### src/rtl/wb_rr_arbiter.sv
// Round-robin Wishbone B3 classic arbiter: N_MASTERS masters share one slave port.
// Grants are locked for a whole bus cycle; a per-transfer watchdog forces ERR on hung slaves.
module wb_rr_arbiter #(
  parameter int unsigned N_MASTERS = 4,
  parameter int unsigned AW        = 32,
  parameter int unsigned DW        = 32,
  parameter int unsigned TIMEOUT   = 255
) (
  input  logic                      clk,
  input  logic                      rst,
  input  logic [N_MASTERS-1:0]      m_cyc_i,
  input  logic [N_MASTERS-1:0]      m_stb_i,
  input  logic [N_MASTERS-1:0]      m_we_i,
  input  logic [N_MASTERS*AW-1:0]   m_adr_i,
  input  logic [N_MASTERS*DW-1:0]   m_dat_i,
  input  logic [N_MASTERS*DW/8-1:0] m_sel_i,
  output logic [DW-1:0]             m_dat_o,
  output logic [N_MASTERS-1:0]      m_ack_o,
  output logic [N_MASTERS-1:0]      m_err_o,
  output logic                      s_cyc_o,
  output logic                      s_stb_o,
  output logic                      s_we_o,
  output logic [AW-1:0]             s_adr_o,
  output logic [DW-1:0]             s_dat_o,
  output logic [DW/8-1:0]           s_sel_o,
  input  logic [DW-1:0]             s_dat_i,
  input  logic                      s_ack_i,
  input  logic                      s_err_i,
  output logic [N_MASTERS-1:0]      gnt_o
);

  localparam int unsigned SW = DW / 8;
  localparam int unsigned PW = (N_MASTERS > 1) ? $clog2(N_MASTERS) : 1;
  // Keep the counter at least one bit wide so TIMEOUT=0 still elaborates.
  localparam int unsigned CW = (TIMEOUT > 0) ? $clog2(TIMEOUT + 1) : 1;
  localparam logic [CW-1:0] WdMax  = CW'(TIMEOUT);
  localparam logic [PW-1:0] PtrRst = PW'(N_MASTERS - 1);

  typedef enum logic [0:0] {StIdle, StBusy} state_e;

  state_e               state_q, state_d;
  logic [PW-1:0]        ptr_q, ptr_d;
  logic [PW-1:0]        gidx_q, gidx_d;
  logic [N_MASTERS-1:0] gnt_q, gnt_d;
  logic [CW-1:0]        wd_q, wd_d;
  logic                 busy;
  logic                 wd_expire;
  logic                 slv_rsp;
  logic                 found;

  assign busy      = (state_q == StBusy);
  assign slv_rsp   = s_ack_i | s_err_i;
  assign wd_expire = (TIMEOUT > 0) && busy && (wd_q == WdMax);
  assign gnt_o     = gnt_q;
  assign m_dat_o   = s_dat_i;

  // Next-state: round-robin pick in IDLE, hold grant until the owner drops CYC.
  always_comb begin
    state_d = state_q;
    ptr_d   = ptr_q;
    gidx_d  = gidx_q;
    gnt_d   = gnt_q;
    found   = 1'b0;
    unique case (state_q)
      StIdle: begin
        for (int unsigned i = 1; i <= N_MASTERS; i++) begin
          int unsigned idx;
          idx = (int'(ptr_q) + i) % N_MASTERS;
          if (!found && m_cyc_i[idx]) begin
            found      = 1'b1;
            gidx_d     = PW'(idx);
            gnt_d      = '0;
            gnt_d[idx] = 1'b1;
            state_d    = StBusy;
          end
        end
      end
      StBusy: begin
        if (!m_cyc_i[gidx_q]) begin
          ptr_d   = gidx_q;
          gnt_d   = '0;
          state_d = StIdle;
        end
      end
      default: state_d = StIdle;
    endcase
  end

  // Slave-side mux and response routing to the granted master only.
  always_comb begin
    s_cyc_o = 1'b0;
    s_stb_o = 1'b0;
    s_we_o  = 1'b0;
    s_adr_o = '0;
    s_dat_o = '0;
    s_sel_o = '0;
    m_ack_o = '0;
    m_err_o = '0;
    if (busy) begin
      s_cyc_o = m_cyc_i[gidx_q];
      // STB is masked on expiry regardless of the slave, avoiding an ACK->STB comb path.
      s_stb_o = m_stb_i[gidx_q] & ~wd_expire;
      s_we_o  = m_we_i[gidx_q];
      s_adr_o = m_adr_i[int'(gidx_q)*AW +: AW];
      s_dat_o = m_dat_i[int'(gidx_q)*DW +: DW];
      s_sel_o = m_sel_i[int'(gidx_q)*SW +: SW];
      m_ack_o[gidx_q] = s_ack_i;
      // A real slave response in the expiry cycle wins over the watchdog.
      m_err_o[gidx_q] = s_err_i | (wd_expire & ~s_ack_i);
    end
  end

  // Watchdog: counts STB cycles without a response, saturating at TIMEOUT.
  always_comb begin
    wd_d = wd_q;
    if ((TIMEOUT == 0) || !busy || !s_stb_o || slv_rsp) begin
      wd_d = '0;
    end else if (wd_q != WdMax) begin
      wd_d = wd_q + 1'b1;
    end
  end

  // State registers with synchronous active-high reset.
  always_ff @(posedge clk) begin
    if (rst) begin
      state_q <= StIdle;
      ptr_q   <= PtrRst;
      gidx_q  <= '0;
      gnt_q   <= '0;
      wd_q    <= '0;
    end else begin
      state_q <= state_d;
      ptr_q   <= ptr_d;
      gidx_q  <= gidx_d;
      gnt_q   <= gnt_d;
      wd_q    <= wd_d;
    end
  end

endmodule

### config.mk
export PLATFORM = sky130hd
export DESIGN_NAME = wb_rr_arbiter
export DESIGN_NICKNAME = d
export VERILOG_FILES = /design/src/rtl/wb_rr_arbiter.sv
export SDC_FILE = /design/constraint.sdc
export NUM_CORES = 1
export LEC_CHECK = 0
export ABC_AREA = 1
export BUFFER_PORTS_ARGS = -buffer_cell sky130_fd_sc_hd__buf_2
export CAP_MARGIN = 20
export CORE_AREA = 4 4 168 170
export DETAILED_ROUTE_END_ITERATION = 8
export DIE_AREA = 0 0 172 174
export SLEW_MARGIN = 0
export SYNTH_ARGS = -nofsm -noshare
export SYNTH_HDL_FRONTEND = slang
export SYNTH_SLANG_ARGS = --single-unit
### constraint.sdc
create_clock -name clk -period 2.4 [get_ports clk]
set_input_delay 0.48 -clock clk [delete_from_list [all_inputs] [get_ports clk]]
set_output_delay 0.48 -clock clk [all_outputs]
set_load 0.03 [all_outputs]
# Word-level counts from Yosys, hierarchy flattened
# Index checks and enable logic that the tools add are counted.
[totals]
register_bits = 17
latch_bits = 0
ram_bits = 0
mem_bits_ro = 0
input_bits = 320
mem_count = 0
[op_classes]
add_sub_neg = 5
mul = 0
div = 0
order_cmp = 10
eq_ne = 4
shift = 3
mux = 53
bitwise_logic = 10
reduce_logical = 21
[ops]
columns = ["op", "n"]
rows = [
  ["$shiftx A128 B8 Y32", 2],
  ["$mux W32", 2],
  ["$mux W4", 8],
  ["$mux W1", 25],
  ["$shiftx A16 B5 Y4", 1],
  ["$lt A2 B3 Y1 const B", 5],
  ["$bmux W1 S2", 7],
  ["$demux W1 S2", 5],
  ["$ge A2 B1 Y1 const B", 5],
  ["$logic_and A1 B1 Y1", 9],
  ["$add A8 B1 Y8 const B", 1],
  ["$and A4 B4 Y4", 2],
  ["$eq A8 B8 Y1 const B", 1],
  ["$mux W2", 4],
  ["$ne A8 B8 Y1 const B", 1],
  ["$pmux W4 S2", 1],
  ["$reduce_and A2 Y1", 3],
  ["$logic_not A1 Y1", 5],
  ["$ne A5 B5 Y1 const B", 1],
  ["$add A2 B1 Y2 const B", 2],
  ["$add A2 B2 Y2 const B", 2],
  ["$not A1 Y1", 4],
  ["$reduce_bool A4 Y1", 1],
  ["$and A1 B1 Y1", 2],
  ["5 further kinds", 7],
]

# Depth between registers and ports, before layout
[logic_depth]
ltp_word = 17
mapped_depth = 12
depth_no_buf = 11

# Worst setup path after synthesis
# OpenSTA, ideal clock, no wires.
[synth_path]
path_kind = "register -> output"
start = "reg wd_q[5]"
end = "out m_err_o[0]"
arrival_ns = 1.680
required_time_ns = 1.920
slack_ns = 0.240
stages_incl_launch_ff = 9
path_cell_list = "dfxtp_1 > nand4_1 > nor2_1 > nand2_1 > nor2_1 > nand2_1 > o21bai_1 > inv_1 > nor3_1"
[synth_between]
elab_chain_len = 6
[synth_rtl]
columns = ["item", "line", "text"]
rows = [
  ["start, declared", "45", "logic [CW-1:0] wd_q, wd_d;"],
  ["start signal, assigned", "136", "wd_q <= wd_d;"],
  ["$eq A8 B8 Y1", "53", "assign wd_expire = (TIMEOUT > 0) && busy && (wd_q == WdMax);"],
  ["$logic_and A1 B1 Y1", "53", ""],
  ["$and A1 B1 Y1", "109", "m_err_o[gidx_q] = s_err_i | (wd_expire & ~s_ack_i);"],
  ["$or A1 B1 Y1", "109", ""],
  ["$and A4 B4 Y4 (no source line)", "-", ""],
  ["$mux W4", "99", "if (busy) begin"],
  ["end, declared", "19", "output logic [N_MASTERS-1:0] m_err_o,"],
]
# No other way between the ends.

# Worst setup path after layout
[layout_path]
start = "reg gidx_q[1]"
end = "out s_dat_o[6]"
[layout_between]
elab_chain_len = 2
[layout_rtl]
columns = ["item", "line", "text"]
rows = [
  ["start, declared", "43", "logic [PW-1:0] gidx_q, gidx_d;"],
  ["start signal, assigned", "134", "gidx_q <= gidx_d;"],
  ["$shiftx A128 B8 Y32", "105", "s_dat_o = m_dat_i[int'(gidx_q)*DW +: DW];"],
  ["$mux W32", "99", ""],
  ["end, declared", "24", "output logic [DW-1:0] s_dat_o,"],
]
# No other way between the ends.

==> out/qor.csv <==
stage,metric,value,unit
run_status,status,finished clean,
power_and_ir_drop,P per Cell Area,857.1,mW/mm^2
floorplan,die area,0.02993,sq mm
clock_network,clock-pin slew on the worst setup and hold paths,0.05,ns
layout,Post-Route Utilization,19.93,%
placed_design,Port-buffer cells,370,
placed_design,Post-DP HPWL,16410,um
timing,Final Critical Period,2.314,ns
layout,"commonest non-fill, non-tap cell in the layout",buf_2,
grt,first-pass GRT wire length,27000,um
routing,average vias per placed instance,4.481,
routing,total length of routed wires,19680,um
logic_synthesis,main area contributors after synthesis,"a22oi_1 33%, a21oi_1 13%, dfxtp_1 11%, buf_4 8.5%, nand2_1 6.5%",
setup_path,Startpoint Class,register,
layout,Area Overhead vs Synth,71.75,%
clock_network,Max Root-Sink Buffers,2,
routing,top sig layer,met5,
clock_network,CTS tree,yes,
logic_synthesis,post-synthesis area per instance,6.353,sq um
logic_synthesis,Synth area leader,a22oi_1,
layout,Layout Nets,1132,
grt,initial antenna violation count,2,
logic_synthesis,top-area cell type share of the netlist area,33.41,%
layout,"commonest cells after routing, fill and taps aside","357 x buf_2, 138 x a22oi_1, 76 x a21oi_1",
floorplan,Die X,172,um
power_and_ir_drop,static leakage,2.615,nW
grt,Total GRT Usage,11.44,%
timing,Worst-Margin Slew,0.4520,ns
clock_network,Clock Latency Late Sink,0.25,ns
floorplan,IO Pins,435,
floorplan,initial core utilization,11.60,%
logic_synthesis,Syn Nets,813,
hold_path,min-delay worst type,reg2reg,
setup_path,WS Path Type,reg2out,
layout,# fillers,3066,
floorplan,die height,174,um
logic_synthesis,synthesized instance count,488,
routing,met2 wire len,9474,um
timing,Fin. Hold Viols,0,
timing,Final period util,96.42,%
timing,Max Slew Vio Count,0,
logic_synthesis,register bit total from synthesis,17,
grt,Congestion Overflow GR,0,
clock_network,H-tree depth,1,
routing,drt pass-1 iters,5,
routing,routed vias,5140,
setup_path,CP required,1.92,ns
routing,initial DRC count,366,
timing,final setup fails,0,
grt,largest net degree at the start of global routing,42,
setup_path,Critical Path Fanout Max,41,
routing,metal1 wirelength,8008,um
layout,ant diodes,0,
timing,fmax,0.4321,GHz
timing,unrepaired setup endpoints after global routing,false,
logic_synthesis,Mapped Area,0.003100,sq mm
clock_network,clk sink count,17,
clock_network,post-cts hold buffer count,0,
timing,setup TNS,0,ns
layout,share of cells above drive strength 1,52.23,%
timing,Slew headroom,69.87,%
routing,Routed Antenna Nets,0,
logic_synthesis,Cell variety after synth,33,
placed_design,gpl congestion,0.8764,
setup_path,Crit path arrival time,1.83,ns
floorplan,row count,60,
power_and_ir_drop,Peak supply drop,0.0002915,V
floorplan,Core Region,0.02673,sq mm
clock_network,Root Driver,clkbuf_16,
routing,DR DRC count,0,
flow_run,Max-Cap Viols,0,
layout,Reg area,344.1,sq um
setup_path,Crit. End Element,primary output,
logic_synthesis,synth warn,0,
layout,multi-input logic area,0.002267,sq mm
grt,vias in the first global route,4738,
timing,Clock Skew,0.0005302,ns
logic_synthesis,post-synthesis sequential area ratio,10.98,%
clock_network,TritonCTS Buffers,3,
routing,WL/cell,17.16,um
routing,DR WL met3,2087,um
[per-layer routing]
metal  track usage (%)  up-vias
met5                 0        -
li1                  -     2440
met3             2.320       10
met2             20.80      365
met4             1.048        4
met1             14.35     2321
[kinds of logic after synthesis]
logic type	after synthesis	share of synthesized area, %
AO/OA/AOI/OAI	229	48.71
AND/OR/NAND/NOR	135	20.54
buffers and inverters	100	17.19
flip-flops	17	10.98
adder cells (fa/ha/maj)	5	2.018
XOR/XNOR	2	0.5651
[power breakdown]
part           total, mW  internal (mW)  switching, mW  leakage, nW
logic               3.84           1.29           2.55         2.43
clock network      0.332          0.223          0.109       0.0409
registers          0.395          0.340         0.0548        0.140
total               4.56           1.85           2.71         2.62
[area by class of cell]
type	count	area share, %
Inverter	30	2.209
Tap cell	341	8.012
Clock inverter	1	0.09398
Timing Repair Buffer	384	39.24
Sequential cell	17	6.461
Multi-Input combinational cell	371	42.58
Clock buffer	3	1.410
[state kept, by name (all words and copies together), names as in the netlist]
signal and cells:
busy 1, gidx_q 2, wd_q 8, gnt_o 4
ptr_q 2
[worst max-delay path, stage by stage, from the launching register on]
cell	delay, ns
dfxtp_1	0.42
inv_2	0.09
nand2_1	0.16
inv_2	0.09
buf_12	0.17
a22oi_1	0.27
a21oi_1	0.13
buf_2	0.20
[through the flow]
step	hold slack (ns)	setup WS [ns]	std cells	instance area [sq um]	power (mW)
after floorplan	0.4176	0.2401	488	3100	2.957
after global placement	0.4378	0.2369	1143	5174	4.147
after detailed placement	0.4486	0.2228	1143	5174	4.192
after CTS	0.4581	0.002137	1147	5263	4.548
after global routing	0.4868	0.002770	1147	5325	4.876
final	0.4507	0.08598	1147	5325	4.564
[what timing repair did]
| item | CTS | global route |
|---|---|---|
| endpoints found under the setup margin | 3 | 22 |
| gates resized for setup | 3 | 27 |
| buffers inserted | 0 | 0 |
[Yosys cell counts]
| cell | instances |
|---|---|
| a211oi_2 | 1 |
| nand4_2 | 1 |
| o22ai_1 | 1 |
| inv_6 | 1 |
| nor2_2 | 1 |
| xor2_1 | 1 |
| inv_1 | 22 |
| nand3_2 | 2 |
| or2_2 | 1 |
| a21oi_1 | 82 |
| buf_2 | 5 |
| buf_6 | 2 |
| o211ai_1 | 3 |
| buf_1 | 4 |
| clkinv_1 | 1 |
| nand2_4 | 2 |
| o21bai_1 | 1 |
| inv_2 | 6 |
| nor2_4 | 1 |
| a22oi_1 | 138 |
| nand2_1 | 54 |
| nor3_2 | 1 |
| dfxtp_1 | 17 |
| ha_1 | 5 |
| nand4_1 | 5 |
| xnor2_1 | 1 |
| buf_4 | 35 |
| nor2_1 | 19 |
| nand2_2 | 2 |
| clkbuf_1 | 24 |
| nor3_1 | 10 |
| o21ai_0 | 3 |
| nand3_1 | 36 |
[path summary, 6_finish.rpt]
path / startpoint / to / slack (ns) / cells after the start
setup reg to reg: ptr_q[0]$_SDFFE_PP1P_ / gnt_o[0]$_SDFFE_PP0P_ / 0.37 / 9
hold reg to reg: wd_q[0]$_SDFFE_PP0P_ / wd_q[0]$_SDFFE_PP0P_ / 0.45 / 1
setup / recovery: gidx_q[1]$_SDFFE_PP0P_ / s_dat_o[6] / 0.09 / 7
hold / removal: wd_q[0]$_SDFFE_PP0P_ / wd_q[0]$_SDFFE_PP0P_ / 0.45 / 1
(Power assumes the default switching activity.)
